## src/rtl/fifo_pkg.sv

```systemverilog
// Shared definitions for the stream FIFO reader: occupancy state encoding
// and the width of the overflow event counter.
package fifo_pkg;

  typedef enum logic [1:0] {
    EMPTY   = 2'd0,
    PARTIAL = 2'd1,
    FULL    = 2'd2
  } occ_state_e;

  localparam int OVF_CNT_W = 8;

endpackage

```

## src/rtl/fifo_ptr.sv

```systemverilog
// Circular FIFO pointer: advances by one on inc and wraps naturally at DEPTH,
// which is a power of two, so the wrap is free.
module fifo_ptr #(
  parameter int DEPTH = 4
) (
  input  logic                     clk,
  input  logic                     resetn,
  input  logic                     inc,
  output logic [$clog2(DEPTH)-1:0] ptr
);

  // NOTE: sequential state is assigned with <= only, so every flop samples
  // the pre-edge value of its neighbours regardless of process order.
  always_ff @(posedge clk) begin
    if (!resetn) begin
      ptr <= '0;
    end else if (inc) begin
      ptr <= ptr + 1'b1;
    end
  end

endmodule

```

## src/rtl/stream_fifo_reader.sv

```systemverilog
// Show-ahead stream FIFO: dout always presents the oldest entry, and a write
// into a full FIFO discards the oldest entry and reports an overflow.
module stream_fifo_reader
  import fifo_pkg::*;
#(
  parameter int DATA_WIDTH = 8,
  parameter int DEPTH      = 4
) (
  input  logic                     clk,
  input  logic                     resetn,
  input  logic [DATA_WIDTH-1:0]    din,
  input  logic                     wr,
  output logic [DATA_WIDTH-1:0]    dout,
  output logic                     dout_valid,
  input  logic                     dout_ready,
  output logic                     full,
  output logic                     empty,
  output logic [$clog2(DEPTH):0]   count,
  output logic                     overflow,
  output logic [OVF_CNT_W-1:0]     ovf_cnt
);

  localparam int PTR_W = $clog2(DEPTH);
  localparam int CNT_W = PTR_W + 1;

  logic [DATA_WIDTH-1:0] mem [DEPTH];
  logic [PTR_W-1:0]      wr_ptr;
  logic [PTR_W-1:0]      rd_ptr;
  logic [CNT_W-1:0]      count_q;
  logic                  overflow_q;
  logic [OVF_CNT_W-1:0]  ovf_cnt_q;

  occ_state_e state_q;
  occ_state_e state_d;

  logic push;
  logic pop;
  logic rd_inc;
  logic cnt_up;
  logic cnt_dn;
  logic ovf_event;

  // Flags come from the occupancy count alone; pointers are equal both when
  // empty and when full, so they cannot tell the two apart.
  assign empty      = (count_q == '0);
  assign full       = (count_q == CNT_W'(DEPTH));
  assign dout_valid = !empty;
  assign dout       = mem[rd_ptr];
  assign count      = count_q;
  assign overflow   = overflow_q;
  assign ovf_cnt    = ovf_cnt_q;

  assign push = wr;
  assign pop  = dout_valid && dout_ready;

  always_ff @(posedge clk) begin
    if (!resetn) begin
      state_q <= EMPTY;
    end else begin
      state_q <= state_d;
    end
  end

  always_comb begin
    state_d = state_q;
    unique case (state_q)
      EMPTY:   if (push) state_d = PARTIAL;
      PARTIAL: begin
        if (cnt_up && count_q == CNT_W'(DEPTH - 1)) begin
          state_d = FULL;
        end else if (cnt_dn && count_q == CNT_W'(1)) begin
          state_d = EMPTY;
        end
      end
      FULL:    if (cnt_dn) state_d = PARTIAL;
      default: state_d = EMPTY;
    endcase
  end

  // NOTE: every output of this block gets a default first, so no path can
  // leave one unassigned and infer a latch.
  always_comb begin
    rd_inc    = pop;
    cnt_up    = 1'b0;
    cnt_dn    = 1'b0;
    ovf_event = 1'b0;
    unique case (state_q)
      EMPTY: begin
        cnt_up = push;
      end
      PARTIAL: begin
        cnt_up = push && !pop;
        cnt_dn = pop && !push;
      end
      FULL: begin
        // A write with no read overwrites the oldest entry, so the read
        // pointer must step past it.
        cnt_dn    = pop && !push;
        ovf_event = push && !pop;
        rd_inc    = pop || push;
      end
      default: begin
        rd_inc = 1'b0;
      end
    endcase
  end

  fifo_ptr #(.DEPTH(DEPTH)) u_wr_ptr (
    .clk    (clk),
    .resetn (resetn),
    .inc    (push),
    .ptr    (wr_ptr)
  );

  fifo_ptr #(.DEPTH(DEPTH)) u_rd_ptr (
    .clk    (clk),
    .resetn (resetn),
    .inc    (rd_inc),
    .ptr    (rd_ptr)
  );

  // NOTE: storage is cleared on reset so dout reads 0 afterwards; this keeps
  // the array in flops rather than a RAM macro, which suits a small FIFO.
  always_ff @(posedge clk) begin
    if (!resetn) begin
      for (int i = 0; i < DEPTH; i++) begin
        mem[i] <= '0;
      end
    end else if (push) begin
      mem[wr_ptr] <= din;
    end
  end

  always_ff @(posedge clk) begin
    if (!resetn) begin
      count_q    <= '0;
      overflow_q <= 1'b0;
      ovf_cnt_q  <= '0;
    end else begin
      if (cnt_up) begin
        count_q <= count_q + 1'b1;
      end else if (cnt_dn) begin
        count_q <= count_q - 1'b1;
      end
      overflow_q <= ovf_event;
      if (ovf_event && ovf_cnt_q != '1) begin
        ovf_cnt_q <= ovf_cnt_q + 1'b1;
      end
    end
  end

endmodule

```

## config.mk

```make
export PLATFORM = sky130hd
export DESIGN_NAME = stream_fifo_reader
export DESIGN_NICKNAME = d
export VERILOG_FILES = /design/src/rtl/fifo_pkg.sv /design/src/rtl/fifo_ptr.sv /design/src/rtl/stream_fifo_reader.sv
export SDC_FILE = /design/constraint.sdc
export NUM_CORES = 1
export LEC_CHECK = 0
export BUFFER_PORTS_ARGS = -buffer_cell sky130_fd_sc_hd__buf_2
export CAP_MARGIN = 20
export CORE_MARGIN = 3
export CORE_UTILIZATION = 50
export CTS_CLUSTER_SIZE = 25
export DETAILED_ROUTE_END_ITERATION = 12
export HOLD_SLACK_MARGIN = 0.05
export PLACE_DENSITY = 0.71
export SETUP_SLACK_MARGIN = 0.1
export SLEW_MARGIN = 0
export SYNTH_ARGS = -nofsm -noshare
export SYNTH_HDL_FRONTEND = slang
export SYNTH_SLANG_ARGS = --single-unit
```

## constraint.sdc

```tcl
create_clock -name clk -period 3 [get_ports clk]
set_input_delay 0.9 -clock clk [delete_from_list [all_inputs] [get_ports clk]]
set_output_delay 0.9 -clock clk [all_outputs]
set_load 0.02 [all_outputs]
```

==> results by stage, run 1 <==
Status:
- The flow ran to the end, and the final reports show no timing, DRC or antenna violations.

Routing:
- The residual DRC count is 0.
- The final routed wire length divided by cell count is 14.7 um.
- The final layout contains routed wiring with a total length of 4.65 mm.
- The first-pass iteration count of the detailed router is 4.
- The via density per instance is 5.17.
- For this block, the initial DRC count from the detailed router was 122.
- Once detail routing completed, the nets flagged for antenna violations numbered 0.
- The number of vias after detailed routing is 1633.

Global routing:
- The overall track demand over capacity in global routing is 16.7%.
- Entering global routing, the biggest net connects 33 pins.
- The first global-routing pass estimated 8.07 mm of wire.
- The initial antenna violation count is 0.
- The number of global-route vias before repair is 1636.
- After global routing the overflow that remains totals 0.

Clock network:
- The clock latency on the worst-skew pair is 300 ps.
- In this run, post-CTS hold repair placed 0 buffers.
- After clock tree synthesis, the setup repair step added 0 buffers.
- The H-tree was split into 2 levels.
- CTS placed an instance of sky130_fd_sc_hd__clkbuf_8 at the clock tree root.
- The number of clock sinks is 52.
- The number of cells upsized or downsized after cts is 0.
- Clock-pin slew was measured on the worst setup and hold paths at 90 ps.
- TritonCTS built the clock tree.
- The deepest clock path buffer count is 2.
- Buffers inserted during clock tree synthesis total 5.

Critical path:
- For the worst setup path, the data required time is 2100 ps.
- Along the worst path, the maximum fanout reaches 8.
- Among all stages on the critical path, the largest delay is contributed by sky130_fd_sc_hd__dfxtp_1.
- The number of buffers and inverters on the critical path is 1.
- The worst setup path is launched from a flip-flop.
- The critical path in this run is classified as reg -> out.
- Walking the worst path, the cells encountered are mux4_2, buf_2.
- STA classifies the critical path endpoint as an output port.
- The gate family responsible for the most delay along the worst path is flip-flops.
- On the worst path, the slowest cell contributes a delay of 660 ps.
- The arrival time at the worst endpoint is 1710 ps.

Logic synthesis:
- Averaged over all synthesized cells, the footprint is 12.3 um^2.
- By area the synthesized netlist is led by sky130_fd_sc_hd__edfxtp_1 37%, sky130_fd_sc_hd__dfxtp_1 15%, sky130_fd_sc_hd__and2_1 9.0%, sky130_fd_sc_hd__mux4_2 7.0%, sky130_fd_sc_hd__ha_1 5.3%.
- Yosys printed 0 warnings.
- The cell accounting for the most synthesized area is sky130_fd_sc_hd__edfxtp_1.
- The top flip-flop cell by instance count after synthesis is sky130_fd_sc_hd__edfxtp_1.
- The area of the mapped netlist is 2580 um^2.
- The number of distinct library cell variants in the gate-level netlist after synthesis is 45.
- In this run, synthesis inferred 32 flip-flops with an integrated enable.
- The register bit count reported by yosys is 52.
- Counting every net in the synthesized netlist gives 233.
- Of the synthesized area, sequential elements account for 52.7%.
- Summed over its instances, the top area cell type makes up 37.2% of the synthesized netlist area.
- The synthesized netlist cell count is 210.
- Of all flip-flops after synthesis, the portion carrying an async set or reset was 0%.

Timing:
- The post-route setup TNS is 0 ps.
- The headroom to the max-slew limit is 64.5%.
- The count of final hold-check violations came to 0.
- The transition time at the pin with the least slew margin is 532 ps.
- Of the available clock period, the critical path in the final layout requires 87.0%.
- The final setup violation count is 0.
- The shortest period the worst path allows is 2610 ps.
- The worst path meets setup with 390 ps of slack.
- Setup repair after global routing left no endpoint under its margin.
- The worst-case hold slack is 493 ps.
- The final max-slew violation count came to 0.
- Derived from the worst setup path, the maximum achievable clock frequency is 383 MHz.
- The post-route clock skew is 9.21 ps.

Layout:
- The library cell used most frequently in the layout, excluding fill and tap cells, is sky130_fd_sc_hd__and2_1.
- The summed area of non-filler cells in the final layout is 2940 um^2.
- The count of nets after finishing is 271.
- The area growth from synthesis to layout is 13.7%.
- The filler cell count in the final layout is 414.
- The fraction of layout cells with a size suffix above 1 is 26.5%.
- The number of antenna diodes in the final layout is 0.
- Leaving out fill and tap cells, the most frequent cells in the layout are 37 x sky130_fd_sc_hd__and2_1, 34 x sky130_fd_sc_hd__buf_2, 32 x sky130_fd_sc_hd__edfxtp_1, 20 x sky130_fd_sc_hd__dfxtp_1, 11 x sky130_fd_sc_hd__ha_1.

Run:
- The max-capacitance violation count is 0.

Power:
- IR analysis of the VDD net gives a maximum drop of 0.580 mV.
- The portion of total power attributed to the clock network is 23.6%.
- The completed layout was analyzed and its total power is 2050 uW.
- In this run, the combinational gates consume 31.8% of the power.
- Cell internal power was estimated by the tool at 1370 uW.
- The sequential fraction of design power is 44.6%.
- The net switching component of the power is 680 uW.
- In this run the power density over the cells is 697 nW/um^2.
- The leakage power is 0.00122 uW.
- In this run switching power makes up 33.2% of total power.

Place:
- Port buffering added 34 buffers.
- The wire-length estimate of the detail-placed layout is 3.21 mm.
- The worst setup slack after placement is 618 ps.
- After detailed placement, the total cell area comes to 2830 um^2.
- At the end of routability-driven placement, the weighted congestion stood at 0.762.

Floorplan:
- The die area is 6070 um^2.
- The initial utilization of the core area, before any placement, comes to 53.3%.
- Pin placement for this block handled 35 I/O pins.
- The core region area is 4850 um^2.
- In this run the vertical extent of the chip is 77.9 um.
- In this run the core area contains 25 standard-cell rows.
- The floorplan die width is 77.9 um.

Min path:
- The tightest min-delay check is of the reg -> reg type.
-- final timing paths --
| check | startpoint | to | slack, ps | depth (start not counted) |
|---|---|---|---|---|
| worst max-delay path | flip-flop | dout[0] | 390 | 2 |
| worst min-delay path | u_rd_ptr.ptr[1] | flip-flop | 490 | 2 |
| worst max register to register | count[0] | flip-flop | 970 | 7 |
| worst min register to register | u_rd_ptr.ptr[1] | flip-flop | 490 | 2 |
-- per-stage QoR --
| step | util, % | instances |
|---|---|---|
| after CTS | 60.6 | 316 |
| after global placement | 58.3 | 308 |
| after detailed placement | 58.3 | 308 |
| after floorplan | - | 210 |
| final | 60.6 | 316 |
| after global routing | 60.6 | 316 |
-- Yosys cell counts (all sizes together) (2+ instances only) --
library cell and count:
a21boi 4, a21oi 2, and2 38, and3 8, and4 3, buf 3
clkbuf 5, dfxtp 20, edfxtp 32, ha 11, inv 9, mux2i 2
mux4 8, nand2 10, nand2b 4, nand3 5, nand4 4, nor2 6
nor2b 2, nor3 3, nor3b 4, o211ai 3, o21ai 3, or3 2
xnor2 5, xor2 5
-- sequential cells by signal, summed over array words and instances (netlist names), named ones only --
register      flops
overflow          1
u_rd_ptr.ptr      2
u_wr_ptr.ptr      2
ovf_cnt           8
count             3
mem              32
state_q           2
-- logic make-up (layout without fill, tap and decap cells) --
family,count (synthesis),after routing,share of synthesized area [%]
adder cells (fa/ha/maj),11,11,5.32
multiplexers,11,11,8.18
flip-flops,52,52,52.7
XOR/XNOR,10,10,3.39
AND/OR/NAND/NOR,89,89,21.0
AO/OA/AOI/OAI,20,20,6.29
buffers and inverters,17,56,3.19
-- power groups by stage --
stage	sequential, uW	clock (uW)	combinational, uW
after CTS	918	496	655
after global routing	931	527	714
after global placement	929	0	647
after detailed placement	934	0	651
after floorplan	912	0	528
final	913	483	652
-- metal layers --
metal | vias up | GRT usage (%) | wire (um)
met5 | - | 0 | 0
met3 | 2 | 3.48 | 198
met1 | 757 | 23.1 | 2150
met2 | 43 | 27.7 | 2290
li1 | 831 | - | -
met4 | 0 | 2.62 | 7
-- layout make-up --
type                            count  area (um^2)  area share, %
Clock buffer                        6         72.6           2.47
Clock inverter                      2         38.8           1.32
Inverter                            9         33.8           1.15
Multi-Input combinational cell    141         1140           38.8
Sequential cell                    52         1360           46.3
Tap cell                           67         83.8           2.85
Timing Repair Buffer               39          208           7.07
-- tightest hold or removal path, delay by kind of cell (launching register included) --
family	cells	cell delay (ps)
AO/OA/AOI/OAI	2	130
flip-flops	1	320
Note: power is estimated with default switching activity, not from simulation.
==> run 2, diff against run 1 <==
SYNTH_HIERARCHICAL = 1   (was unset)
==> run 2 against run 1 <==
Net effect: clock power down 20%; first-iteration DRC count down 29%; count of clock-buffer cells in the layout down 1; sequential share of layout area about the same; die area down 2.9%; maximum frequency down 0.48%; wire length down 2.9%; hold slack better by 26 ps; largest cell class unchanged; via count down 1.4%; final cell count down 1.6%; clock skew about the same; combinational power down 33%.
==> results by stage, run 2 <==
Critical path:
- The internal reg-to-reg setup slack was 1080 ps (was 970 ps).
- The required time reported for the critical path endpoint is 2100 ps (about the same).
- Critical path, cell by cell: mux4_2, buf_2 (unchanged).
- The startpoint class of the critical path is a flip-flop (unchanged).
- The type of element capturing the critical path is an output port (unchanged).
- The number of cell instances on the worst register-to-register path is 7 (unchanged).
- The startpoint of the lowest-slack register-to-register path is state_q[0] (was count[0]).
- The kind of critical path is reg -> out (unchanged).
- The endpoint identified for the worst register-to-register timing path is state_q[1].
- The slowest cell on the critical path is sky130_fd_sc_hd__dfxtp_1 (unchanged).
- The arrival time at the worst endpoint is 1720 ps (was 1710 ps).
- The maximum fanout along the worst path is 9 (was 8).
- The biggest cell delay along the critical path came to 690 ps (was 660 ps).

Place:
- The half-perimeter wire length of the detailed placement result is 3.26 mm (was 3.21 mm).
- The routability congestion estimate from global placement was 0.746 (was 0.762).
- The count of buffers from port buffering is 34 (unchanged).

Clock network:
- The clock-pin slew of the registers on the worst-case setup and hold paths is 90 ps (about the same).
- The cell at the root of the clock tree is sky130_fd_sc_hd__clkbuf_8 (unchanged).
- The CTS tree is yes (unchanged).
- The CTS buffer count is 5 (unchanged).
- The number of clock sinks is 50 (was 52).
- The number of buffers added to fix hold violations after cts was 0 (unchanged).
- The H-tree depth reported by CTS is 2 (unchanged).
- The deepest clock path buffer count came to 2 (unchanged).
- The clock latency on the worst-skew pair is 310 ps (was 300 ps).
- The post-CTS setup buffer count was 0 (unchanged).
- The number of cells upsized or downsized after cts was 0 (unchanged).

Logic synthesis:
- The top flip-flop cell by instance count after synthesis is sky130_fd_sc_hd__edfxtp_1 (unchanged).
- The area of the mapped netlist is 2500 um^2 (was 2580 um^2).
- The most frequently used cell type in the post-synthesis netlist is sky130_fd_sc_hd__and2_1 (unchanged).
- The number of enable flip-flop cells after synthesis came to 32 (unchanged).
- Main area contributors after synthesis: sky130_fd_sc_hd__edfxtp_1 38%, sky130_fd_sc_hd__dfxtp_1 14%, sky130_fd_sc_hd__and2_1 8.2%, sky130_fd_sc_hd__mux4_2 7.2%, sky130_fd_sc_hd__ha_1 5.5% (was sky130_fd_sc_hd__edfxtp_1 37%, sky130_fd_sc_hd__dfxtp_1 15%, sky130_fd_sc_hd__and2_1 9.0%, sky130_fd_sc_hd__mux4_2 7.0%, sky130_fd_sc_hd__ha_1 5.3%).
- The synthesized netlist cell count is 204 (was 210).
- The mean post-synth cell area was 12.3 um^2 (about the same).
- The portion of the post-synthesis area used by sequential elements is 52.7% (about the same).
- The synthesized netlist net count came to 227 (was 233).
- Top cells by instance count after synthesis: 33 x sky130_fd_sc_hd__and2_1, 32 x sky130_fd_sc_hd__edfxtp_1, 18 x sky130_fd_sc_hd__dfxtp_1 (was 37 x sky130_fd_sc_hd__and2_1, 32 x sky130_fd_sc_hd__edfxtp_1, 20 x sky130_fd_sc_hd__dfxtp_1).
- The register bit count reported by yosys came to 50 (was 52).
- The number of distinct library cell variants in the gate-level netlist after synthesis was 43 (was 45).
- The yosys synthesis warning count is 6 (was 0).
- The cell accounting for the most synthesized area is sky130_fd_sc_hd__edfxtp_1 (unchanged).
- The proportion of synthesized flip-flops having asynchronous set or reset was 0% (unchanged).
- The fraction of post-synthesis cell area in the top cell type by area is 38.4% (was 37.2%).

Layout:
- The footprint of the flip-flops and latches is 1320 um^2 (was 1360 um^2).
- The synthesis-to-layout area growth is 13.9% (was 13.7%).
- Leading cell types in the layout, fill and taps excluded: 34 x sky130_fd_sc_hd__buf_2, 33 x sky130_fd_sc_hd__and2_1, 32 x sky130_fd_sc_hd__edfxtp_1, 18 x sky130_fd_sc_hd__dfxtp_1, 13 x sky130_fd_sc_hd__nand2_1 (was 37 x sky130_fd_sc_hd__and2_1, 34 x sky130_fd_sc_hd__buf_2, 32 x sky130_fd_sc_hd__edfxtp_1, 20 x sky130_fd_sc_hd__dfxtp_1, 11 x sky130_fd_sc_hd__ha_1).
- The final cell utilization of the core came to 59.6% (was 60.6%).
- The flip-flop count of the largest register after layout came to 32 (unchanged).
- The fraction of layout cells with a size suffix above 1 was 26.6% (was 26.5%).
- The count of nets after finishing is 267 (was 271).
- The filler cell count in the final layout is 413 (was 414).
- The number of antenna diodes is 0 (unchanged).
- The area of the multi-input gates was 1110 um^2 (was 1140 um^2).
- The most common cell after layout, fill and taps aside is sky130_fd_sc_hd__buf_2 (was sky130_fd_sc_hd__and2_1).
- The register name with the most flops is mem (unchanged).

Floorplan:
- The die area is 5900 um^2 (was 6070 um^2).
- The core region area is 4790 um^2 (was 4850 um^2).
- The floorplan die width is 76.8 um (was 77.9 um).
- The starting density of the core is 52.3% (was 53.3%).
- The placement row count is 25 (unchanged).
- The count of pins on the block boundary is 35 (unchanged).
- The height of the die was 76.8 um (was 77.9 um).

Min path:
- The worst hold path terminates at ovf_cnt[5].
- The worst hold path startpoint is ovf_cnt[5] (was u_rd_ptr.ptr[1]).
- The worst hold path class is reg -> reg (unchanged).
- The instance count along the most critical hold path came to 2 (unchanged).

Timing:
- The final max-slew violation count is 0 (unchanged).
- The portion of the clock cycle consumed by the worst path in the final layout is 87.4% (was 87.0%).
- The transition time at the pin with the least slew margin is 569 ps (was 532 ps).
- The headroom to the max-slew limit is 62.0% (was 64.5%).
- The worst-case hold slack came to 519 ps (was 493 ps).
- Setup repair after global routing missed its margin: no (unchanged).
- The post-route setup TNS came to 0 ps (unchanged).
- The top achievable clock speed is 381 MHz (was 383 MHz).
- The count of final hold-check violations is 0 (unchanged).
- The shortest period the worst path allows is 2620 ps (was 2610 ps).
- The post-route clock skew is 9.01 ps (was 9.21 ps).
- The final setup violation count is 0 (unchanged).

Routing:
- The residual DRC count is 0 (unchanged).
- The via density per instance came to 5.18 (was 5.17).
- The final routed wire length divided by cell count is 14.5 um (was 14.7 um).
- The total wirelength of the detailed-routed design came to 4.52 mm (was 4.65 mm).
- The violation count after the first detailed-routing iteration is 87 (was 122).
- The first-pass iteration count of the detailed router is 4 (unchanged).
- The met3 wirelength from detailed routing is 184 um (was 198 um).
- The highest metal layer with signal wires is met4 (unchanged).
- The number of vias after detailed routing is 1610 (was 1633).
- The length of routed met2 wiring is 2.26 mm (was 2.29 mm).
- The routed length on met1 is 2.04 mm (was 2.15 mm).
- The residual antenna-violating net count after detailed routing is 0 (unchanged).

Global routing:
- The global-route wire length before repair came to 7.87 mm (was 8.07 mm).
- The initial antenna violation count was 0 (unchanged).
- The sum of overflow across all layers after global routing is 0 (unchanged).
- The largest net degree at the start of global routing was 36 (was 33).
- The number of global-route vias before repair is 1620 (was 1636).
- The overall track demand over capacity in global routing is 16.9% (was 16.7%).

Run:
- The max-capacitance violation count is 0 (unchanged).

Power:
- The worst IR drop on VDD is 0.334 mV (was 0.580 mV).
- The total power per unit cell area is 585 nW/um^2 (was 697 nW/um^2).
- The leakage power came to 0.00122 uW (about the same).

Status:
- Run status: completed (unchanged).
[run 2: power breakdown]
part | internal, uW | switching, uW | leakage, uW
Sequential | 787 | 59.6 | 0.000479
Combinational | 197 | 243 | 0.000708
Clock | 160 | 225 | 0.0000362
[run 2: cell type report]
class	count	area share, %
clock buffers	5	2.41
multi-input cells	137	38.9
repair buffers	40	7.54
well taps	67	2.94
flip-flops and latches	50	46.3
inverters	10	1.32
clock inverters	2	0.526
[run 2: layer usage]
layer | GRT usage [%] | vias up
li1 | - | 807
met5 | 0 | -
met4 | 4.89 | 0
met3 | 3.17 | 4
met2 | 29.2 | 41
met1 | 21.6 | 758
[run 2: kinds of logic (layout without fill, tap and decap cells)]
logic type	count (synthesis)	count (layout)	synth area share [%]
AO/OA/AOI/OAI	18	18	5.05
XOR/XNOR	9	9	3.15
adder cells (fa/ha/maj)	11	11	5.49
buffers and inverters	17	57	2.90
flip-flops	50	50	52.7
multiplexers	14	14	9.59
AND/OR/NAND/NOR	85	85	21.1
[run 2: per-stage QoR]
| stage | cells | setup WS [ps] | total power, uW | instance area [um^2] |
|---|---|---|---|---|
| after CTS | 311 | 336 | 1680 | 2850 |
| after global routing | 311 | 251 | 1760 | 2850 |
| after detailed placement | 304 | 612 | 1310 | 2770 |
| after global placement | 304 | 632 | 1290 | 2770 |
| after floorplan | 204 | 836 | 1190 | 2500 |
| final | 311 | 377 | 1670 | 2850 |
[run 2: worst max-delay path: cells and delay by family (launching register included)]
family                 cells  cell delay [ps]
buffers and inverters      1              170
flip-flops                 1              690
multiplexers               1              560
[run 2: worst max-delay path by stage]
stage                     from        end  slack [ps]  cells past startpoint
6_report       u_rd_ptr/ptr[0]    dout[4]         380                      2
5_1_grt        u_rd_ptr/ptr[0]    dout[5]         250                      2
2_1_floorplan               wr  mem[2][0]         840                      3
4_1_cts        u_rd_ptr/ptr[0]    dout[4]         340                      2
3_3_place_gp                wr  mem[1][5]         630                      4
3_5_place_dp                wr  mem[1][2]         610                      4
==> run 3, diff against run 2 <==
CORE_ASPECT_RATIO = 0.75   (was unset)
==> run 3 against run 2 <==
Net effect: global-route usage shrank 0.13 points; final cell count decreased by 2.9%; count of clock-buffer cells in the layout rose by 2; core utilization up 1.5 points.
==> results by stage, run 3 (synthesis gave the netlist of run 2 again) <==
Timing:
- The slack of the critical path is 371 ps (was 377 ps).
- The transition time at the pin with the least slew margin is 441 ps (was 569 ps).
- The post-route setup TNS came to 0 ps (unchanged).
- The final max-slew violation count is 0 (unchanged).
- The final setup violation count is 0 (unchanged).
- The top achievable clock speed is 380 MHz (was 381 MHz).
- The portion of the clock cycle consumed by the worst path in the final layout is 87.6% (was 87.4%).
- The count of final hold-check violations came to 0 (unchanged).
- The shortest period the worst path allows was 2630 ps (was 2620 ps).
- Setup repair after global routing missed its margin: no (unchanged).
- The headroom to the max-slew limit came to 70.6% (was 62.0%).
- The post-route clock skew came to 7.40 ps (was 9.01 ps).

Routing:
- The final routed wire length divided by cell count was 15.1 um (was 14.5 um).
- The violation count after the first detailed-routing iteration came to 90 (was 87).
- The total wirelength of the detailed-routed design is 4.55 mm (was 4.52 mm).
- The via density per instance is 5.33 (was 5.18).
- The residual DRC count was 0 (unchanged).
- The first-pass iteration count of the detailed router is 4 (unchanged).
- The number of vias after detailed routing is 1609 (was 1610).
- The residual antenna-violating net count after detailed routing is 0 (unchanged).

Layout:
- The area of the multi-input gates was 1110 um^2 (unchanged).
- The number of antenna diodes came to 0 (unchanged).
- The footprint of the flip-flops and latches is 1320 um^2 (unchanged).
- The fraction of layout cells with a size suffix above 1 is 26.1% (was 26.6%).
- The summed area of non-filler cells in the final layout came to 2840 um^2 (was 2850 um^2).
- The flip-flop count of the largest register after layout is 32 (unchanged).
- The register name with the most flops is mem (unchanged).
- The most common cell after layout, fill and taps aside is sky130_fd_sc_hd__buf_2 (unchanged).
- The count of nets after finishing is 267 (unchanged).
- Leading cell types in the layout, fill and taps excluded: 34 x sky130_fd_sc_hd__buf_2, 33 x sky130_fd_sc_hd__and2_1, 32 x sky130_fd_sc_hd__edfxtp_1, 18 x sky130_fd_sc_hd__dfxtp_1, 13 x sky130_fd_sc_hd__nand2_1 (unchanged).
- The final standard cell count with taps included and fillers excluded is 302 (was 311).
- The filler cell count in the final layout came to 374 (was 413).
- The synthesis-to-layout area growth was 13.4% (was 13.9%).

Critical path:
- The arrival time at the worst endpoint was 1730 ps (was 1720 ps).
- The maximum fanout along the worst path is 6 (was 9).
- The startpoint class of the critical path is a flip-flop (unchanged).
- The number of cell instances on the worst register-to-register path was 7 (unchanged).
- The internal reg-to-reg setup slack is 1070 ps (was 1080 ps).
- The reg-to-reg critical path endpoint is state_q[1] (unchanged).
- The startpoint of the lowest-slack register-to-register path is state_q[0] (unchanged).
- The type of element capturing the critical path is an output port (unchanged).
- The kind of critical path is reg -> out (unchanged).
- The required time reported for the critical path endpoint is 2100 ps (about the same).

Clock network:
- The number of clock sinks came to 50 (unchanged).
- The cell at the root of the clock tree is sky130_fd_sc_hd__clkbuf_8 (unchanged).
- The H-tree depth reported by CTS came to 2 (unchanged).
- The post-CTS setup buffer count was 0 (unchanged).
- The CTS buffer count is 5 (unchanged).
- The clock-pin slew of the registers on the worst-case setup and hold paths is 90 ps (about the same).
- The number of buffers added to fix hold violations after cts is 0 (unchanged).
- The clock latency on the worst-skew pair is 300 ps (was 310 ps).
- The CTS tree was yes (unchanged).
- The number of cells upsized or downsized after cts was 0 (unchanged).
- The deepest clock path buffer count is 2 (unchanged).

Global routing:
- The number of global-route vias before repair was 1468 (was 1620).
- The initial antenna violation count is 0 (unchanged).
- The global-route wire length before repair is 7.25 mm (was 7.87 mm).
- The largest net degree at the start of global routing was 36 (unchanged).
- The overall track demand over capacity in global routing is 16.8% (was 16.9%).
- The sum of overflow across all layers after global routing is 0 (unchanged).

Place:
- The post-detailed-placement cell area is 2760 um^2 (was 2770 um^2).
- The worst setup slack after placement is 655 ps (was 612 ps).
- The count of buffers from port buffering was 34 (unchanged).
- The instance count after placement with tap cells included is 294 (was 304).
- The routability congestion estimate from global placement was 0.811 (was 0.746).
- The half-perimeter wire length of the detailed placement result is 3.21 mm (was 3.26 mm).

Floorplan:
- The die area is 5900 um^2 (about the same).
- The placement row count came to 21 (was 25).
- The count of pins on the block boundary is 35 (unchanged).
- The height of the die is 67.3 um (was 76.8 um).
- The floorplan die width is 87.7 um (was 76.8 um).
- The core region area is 4650 um^2 (was 4790 um^2).
- The starting density of the core is 53.9% (was 52.3%).

Status:
- Run status: completed (unchanged).

Power:
- The total power per unit cell area is 588 nW/um^2 (was 585 nW/um^2).
- The leakage power is 0.00123 uW (was 0.00122 uW).
- The overall power is 1670 uW (about the same).
- The worst IR drop on VDD is 0.264 mV (was 0.334 mV).

Min path:
- The instance count along the most critical hold path is 2 (unchanged).
- The worst hold path class is reg -> reg (unchanged).
- The endpoint of the worst hold-timing path is ovf_cnt[5] (unchanged).
- The worst hold path startpoint is ovf_cnt[5] (unchanged).

Run:
- The max-capacitance violation count was 0 (unchanged).
run 3: worst max-delay path, cell delays in order, from the launching register on:
cell and delay [ps]:
sky130_fd_sc_hd__dfxtp_1 500, sky130_fd_sc_hd__buf_4 240, sky130_fd_sc_hd__mux4_2 510, sky130_fd_sc_hd__buf_2 170
run 3: stage by stage:
stage,hold WS (ps),utilization [%]
2_1_floorplan,445,-
4_1_cts,514,61.1
3_3_place_gp,487,59.3
5_1_grt,550,61.1
6_report,511,61.1
3_5_place_dp,501,59.3
run 3: layout make-up:
cell class	instances	share of cell area, %
Timing Repair Buffer	40	7.58
Tap cell	57	2.51
Inverter	10	1.32
Multi-Input combinational cell	137	39.1
Sequential cell	50	46.5
Clock inverter	1	0.264
Clock buffer	7	2.69
run 3: worst max path at each step:
stage	startpoint	endpoint	slack, ps	cells after the start
4_1_cts	u_rd_ptr/ptr[0]	dout[3]	340	3
6_report	u_rd_ptr/ptr[0]	dout[3]	370	3
3_5_place_dp	wr	mem[1][5]	650	4
2_1_floorplan	wr	mem[2][0]	840	3
3_3_place_gp	wr	mem[1][5]	670	4
5_1_grt	u_rd_ptr/ptr[0]	dout[3]	250	3
run 3: metal layers:
layer  track usage (%)  wire (um)  share of wire, %  vias up
li1                  -          -                 -      809
met1              24.1       2250                49      748
met2              24.2       1980                43       45
met3              5.49        268               5.9        7
met4              4.98         57               1.3        0
met5                 0          0                 0        -
run 3: where the power goes:
| group | leakage [uW] | internal, uW | switching [uW] | total, uW |
|---|---|---|---|---|
| combinational | 0.000708 | 197 | 258 | 455 |
| clock | 0.0000385 | 165 | 216 | 381 |
| sequential | 0.000479 | 787 | 47.7 | 834 |
| total | 0.00123 | 1150 | 521 | 1670 |
